File: config.mk
export PLATFORM = sky130hd
export DESIGN_NAME = proc_in_fifo
export DESIGN_NICKNAME = d
export VERILOG_FILES = /design/src/rtl/proc_in_fifo.sv
export SDC_FILE = /design/constraint.sdc
export NUM_CORES = 1
export LEC_CHECK = 0
export BUFFER_PORTS_ARGS = -buffer_cell sky130_fd_sc_hd__clkbuf_2
export CAP_MARGIN = 20
export CORE_MARGIN = 5
export CORE_UTILIZATION = 49
export CTS_BUF_LIST = sky130_fd_sc_hd__clkbuf_4
export CTS_CLUSTER_DIAMETER = 200
export CTS_CLUSTER_SIZE = 24
export DETAILED_ROUTE_END_ITERATION = 12
export GPL_ROUTABILITY_DRIVEN = 0
export HOLD_SLACK_MARGIN = 0.15
export PLACE_DENSITY = 0.75
export SLEW_MARGIN = 20
export SYNTH_ARGS = -nofsm -noshare
export SYNTH_HDL_FRONTEND = slang
export SYNTH_SLANG_ARGS = --single-unit
File: constraint.sdc
create_clock -name clk -period 5.5 [get_ports clk]
set_input_delay 1.375 -clock clk [delete_from_list [all_inputs] [get_ports clk]]
set_output_delay 1.375 -clock clk [all_outputs]
set_load 0.005 [all_outputs]
File: src/rtl/proc_in_fifo.sv
// Circular input FIFO feeding the Processor through a four-phase inDataReady/inACK handshake.
// Optional sticky overflow flag on dropped writes: define PROC_IN_FIFO_OVF_EN.
module proc_in_fifo #(
  parameter int WIDTH = 8,
  parameter int DEPTH = 8,
  localparam int CW = $clog2(DEPTH) + 1
) (
  input  logic             clk,
  input  logic             reset,
  input  logic [WIDTH-1:0] wrData,
  input  logic             wrEn,
  output logic             full,
  output logic             empty,
  output logic [CW-1:0]    count,
  output logic [WIDTH-1:0] in,
  output logic             inDataReady,
  input  logic             inACK
`ifdef PROC_IN_FIFO_OVF_EN
  ,
  output logic             overflow
`endif
);

  localparam int PW = $clog2(DEPTH);

  typedef enum logic [1:0] {
    IDLE,
    PRESENT,
    RELEASE
  } state_t;

  state_t           r_state;
  state_t           w_state_nxt;
  logic [WIDTH-1:0] r_mem [DEPTH];
  logic [PW-1:0]    r_wrPtr;
  logic [PW-1:0]    r_rdPtr;
  logic [CW-1:0]    r_count;
  logic [CW-1:0]    w_count_nxt;
  logic             r_full;
  logic             r_empty;
  logic [WIDTH-1:0] r_in;
  logic             w_pop;
  logic             w_push;
  logic             w_load;

  always_comb begin
    w_state_nxt = r_state;
    w_pop       = 1'b0;
    w_load      = 1'b0;
    case (r_state)
      IDLE: begin
        if (!r_empty) begin
          w_load      = 1'b1;
          w_state_nxt = PRESENT;
        end
      end
      PRESENT: begin
        if (inACK) begin
          w_pop       = 1'b1;
          w_state_nxt = RELEASE;
        end
      end
      RELEASE: begin
        if (!inACK) w_state_nxt = IDLE;
      end
      default: w_state_nxt = IDLE;
    endcase
  end

  // A pop in the same edge frees a slot, so a write at full is still accepted.
  assign w_push = wrEn && (!r_full || w_pop);

  always_comb begin
    w_count_nxt = r_count;
    case ({w_push, w_pop})
      2'b10:   w_count_nxt = r_count + CW'(1);
      2'b01:   w_count_nxt = r_count - CW'(1);
      default: w_count_nxt = r_count;
    endcase
  end

  always_ff @(posedge clk or negedge reset) begin
    if (!reset) begin
      r_state <= IDLE;
      r_wrPtr <= '0;
      r_rdPtr <= '0;
      r_count <= '0;
      r_full  <= 1'b0;
      r_empty <= 1'b1;
      r_in    <= '0;
    end else begin
      r_state <= w_state_nxt;
      r_count <= w_count_nxt;
      r_full  <= (w_count_nxt == CW'(DEPTH));
      r_empty <= (w_count_nxt == '0);
      if (w_push) r_wrPtr <= r_wrPtr + PW'(1);
      if (w_pop)  r_rdPtr <= r_rdPtr + PW'(1);
      if (w_load) r_in    <= r_mem[r_rdPtr];
    end
  end

  always_ff @(posedge clk) begin
    if (w_push) r_mem[r_wrPtr] <= wrData;
  end

`ifdef PROC_IN_FIFO_OVF_EN
  logic r_overflow;

  always_ff @(posedge clk or negedge reset) begin
    if (!reset) begin
      r_overflow <= 1'b0;
    end else if (wrEn && !w_push) begin
      r_overflow <= 1'b1;
    end
  end

  assign overflow = r_overflow;
`endif

  assign full        = r_full;
  assign empty       = r_empty;
  assign count       = r_count;
  assign in          = r_in;
  assign inDataReady = (r_state == PRESENT);

endmodule

======== Yosys cells after proc, flatten, opt, wreduce, memory -nomap -nowiden ========
Memories as Yosys holds them, arrays and structs flattened. A register that Yosys moved wholly into a read port is not among the register bits.
Cells that the tools add are included.
cells by class
  add/subtract/negate cells ............... 4
  equal/unequal tests ..................... 8
  multiplexer cells ....................... 11
  reductions and logical operators ........ 7
operators with widths
  cell                 count
  $pmux 4 s2           1
  $add 3x1->3 const B  2
  $mux 1               6
  $mux 2               3
  $pmux 2 s3           1
  $add 4x1->4 const B  1
  $eq 2x1->1 const B   2
  $eq 2x2->1 const B   2
  $eq 4x4->1 const B   1
  $logic_not 4->1      1
  $ne 2x2->1 const B   2
  $sub 4x1->4 const B  1
  $reduce_and 3->1     1
  $logic_not 1->1      2
  $logic_not 2->1      1
  $ne 2x1->1 const B   1
  $logic_and 1x1->1    1
  $logic_or 1x1->1     1
word-level totals
  register bits after elaboration ......... 14
  bits in writable memories ............... 64
  bits of input ports ..................... 12
  logic and storage cells ................. 37
  memories ................................ 1
memory list
  name   words  bits a word  rd ports  clocked after Yosys merged registers in  write ports  line  source
  r_mem  8      8            1         1                                        1            34    logic [WIDTH-1:0] r_mem [DEPTH];

======== Logic depth before layout (Yosys ltp) ========
  depth in word-level cells ............... 7
  gate-level depth with buffers ........... 10

======== Least setup slack after synthesis ========
OpenSTA, ideal clock, no wires.
  path kind ............................... input -> register
  start point ............................. input port inACK
  end point ............................... register r_empty (netlist: empty)
  library setup time ...................... 0.081 ns
  data arrival time ....................... 3.180 ns
  required time ........................... 5.419 ns
  path slack .............................. 2.238 ns
  stages .................................. 10
  path through ............................ nand3b_1 a21boi_2 inv_1 ha_1 xor2_1 ha_1 a21oi_1 xnor2_1 a211o_1 a211oi_2
between the ends
  cells in the longest elaborated chain, start to end .. 7
  elaborated cells on any way between the ends .. 8
ends and longest elaborated chain
  element                                          line  source
  start, declared                                  17    input logic inACK
  $mux 1 (*)                                       58    if (inACK) begin
  $mux 1 (*)                                       50    case (r_state)
  $logic_or 1x1->1                                 71    assign w_push = wrEn && (!r_full || w_pop);
  $logic_and 1x1->1                                71
  $eq 2x1->1 / $eq 2x2->1 (equally long branches)  75    case ({w_push, w_pop})
  $pmux 4 s2 (*)                                   75
  $logic_not 4->1 (*)                              95    r_empty <= (w_count_nxt == '0);
  end signal, assigned                             95
  end, declared                                    40    logic r_empty;
Mark *: on every way between the ends. The rest lies on a longest branch, timed or not.
A chain may end at the register's enable or synchronous reset.

======== Worst setup path after layout ========
Ends and elaborated chain as after synthesis.

==> results.toml <==
[outcome]
status = "finished, final reports clean"

[detailed_routing]
routedWlPerCell_um = 17.3
antenna_left = 0
vias_per_cell = 5.38
drt_iter0_drc = 102
wl_um = 5720
drc = 0
drt_first_pass_iters = 4
vias = 1775

[timing]
hold_violations = 0
worst_pin_slew_ps = 988
timing.hold.ws_ps = 517
fin_setup_tns_ps = 0
relSlewSlack = 0.339
final.setup.worst_slack_ps = 2380
finalMaxSlewViolations = 0
final.period_utilization = 0.568
rsz0062_at_grt = "false"
clock_skew_ps = 21.0
period_minus_slack_ps = 3120
fmax_ghz = 0.320
finalSetupViolCount = 0

[synth]
yosysWarnings = 0
synthesis.instances = 196
ys_types = 39
synth_edf_count = 64
synth_seq_cells = 86
async_reset_ff_frac = 0.256
synthFlopType = "edfxtp_1"
synth-seq-area-share = 0.704
synth_area_um2 = 3510
syn_avg_cell_area_um2 = 17.9
synth_nets = 213

[grt]
track_usage = 0.146
grt_pass1_wl_um = 9230
grt_max_degree = 23
antenna_found_initial = 0
grt_pass1_vias = 1698
grt.overflow.total = 0

[pwr]
fin_total_pwr_mw = 1.97
leakagePower_nw = 1.41
powerDensity_nw_per_um2 = 508
ir_worst_vdd_v = 0.000221

[placed_design]
place_ws_ps = 1930
place_area_um2 = 3720
io_buffer_count = 26
place_hpwl_um = 3780
dp_cells = 314

[clocking]
cts_buffers = 9
clock_latency_ps = 430
cts_sinks = 86
post_cts_buffers = 0
cts_tree = "built"
path_clk_slew_ps = 140
htree_levels = 3
clockBufferDepth = 2
cts_root_buf = "clkbuf_4"
cts-resized-gates = 0
ctsHoldBuffers = 0

[layout]
fin_area_um2 = 3870
drive_gt1_frac = 0.261
antenna_cells = 0
instances_no_fill = 330
post-route-util = 0.564
final_common_cell = "edfxtp_1"
layout_common_cells = "edfxtp_1 (64), clkbuf_2 (26), dfrtp_1 (21)"
syn2layout_area_growth_pct = 10.3
nets = 246

[die]
die-area_um2 = 8960
initial_core_util = 0.511
io-pin-count = 27
die_x_um = 94.7
fp-row-count = 30
die_h_um = 94.7
core-area_um2 = 6870

[critical_path]
critPathArrivalTime_ps = 3480
worstPathMaxFanout = 6
worstSetupStartpointType = "primary input"
crit_required_ps = 5860
end_kind = "flip-flop"
worstSetupPathType = "primary input to flip-flop"

[flow_run]
max_cap_viol_count = 0

[hold_path]
hold_class = "flip-flop to flip-flop"
==> logic make-up after synthesis <==
| family | after synthesis | synth area share |
|---|---|---|
| xor+xnor | 7 | 0.0175 |
| mux | 26 | 0.139 |
| simple gates | 44 | 0.0652 |
| compound gates | 19 | 0.0378 |
| flops | 86 | 0.704 |
| buf+inv | 9 | 0.0182 |
| fa+ha+maj | 5 | 0.0178 |
==> report_power, final <==
group	internal [mW]	total, mW	switching [mW]
sequential	0.857	1.02	0.159
clock	0.144	0.368	0.224
combinational	0.316	0.583	0.267
==> routing by layer <==
| metal | vias to the layer above | GRT usage | share of wire |
|---|---|---|---|
| met5 | - | 0 | 0 |
| met4 | 0 | 0.0781 | 0.015 |
| met3 | 9 | 0.0375 | 0.057 |
| met2 | 51 | 0.216 | 0.48 |
| met1 | 889 | 0.198 | 0.45 |
| li1 | 826 | - | - |
==> synth_stat cells, types with 3 or more instances <==
master,number,area (um2)
nor3_1,3,15.0
mux2i_1,8,80.1
nand2_1,8,30.0
xnor2_1,5,43.8
ha_1,5,62.6
dfrtp_1,21,526
mux4_1,7,184
nor2_1,15,56.3
nand2b_1,6,37.5
a21oi_1,9,45.0
mux4_2,9,203
nor2b_1,4,25.0
inv_1,3,11.3
edfxtp_1,64,1920
==> path summary, 6_finish.rpt <==
path                            start  slack, ps  depth (start not counted)         end
max                             inACK       2380                         10       empty
max in group asynchronous       reset       4230                          1    count[3]
max reg2reg                r_state[1]       2890                          9       empty
min                        r_state[1]        520                          1  r_state[0]
min reg2reg                r_state[1]        520                          1  r_state[0]
min in group asynchronous       reset        890                          1    count[2]
==> critical path, stage by stage <==
cell	delay (ps)
clkbuf_2	100
nand3b_1	180
a21boi_2	320
inv_1	100
ha_1	250
xor2_1	180
ha_1	330
o22a_1	160
a211o_1	290
a211oi_2	190
==> cell type report <==
class                      instances  area (um2)
clock buffer                       9        67.6
clock inverter                     7        80.1
fill                             547        3000
inverter                           3        11.3
multi-input combinational        101         975
sequential                        86        2470
tap                               96         120
timing repair buffer              28         145
==> state kept, by name, summed over array words and instances (netlist names) <==
name and cells:
count 4, empty 1, full 1, in 8
r_mem 64, r_rdPtr 3, r_state 2, r_wrPtr 3
(Power assumes the default switching activity.)
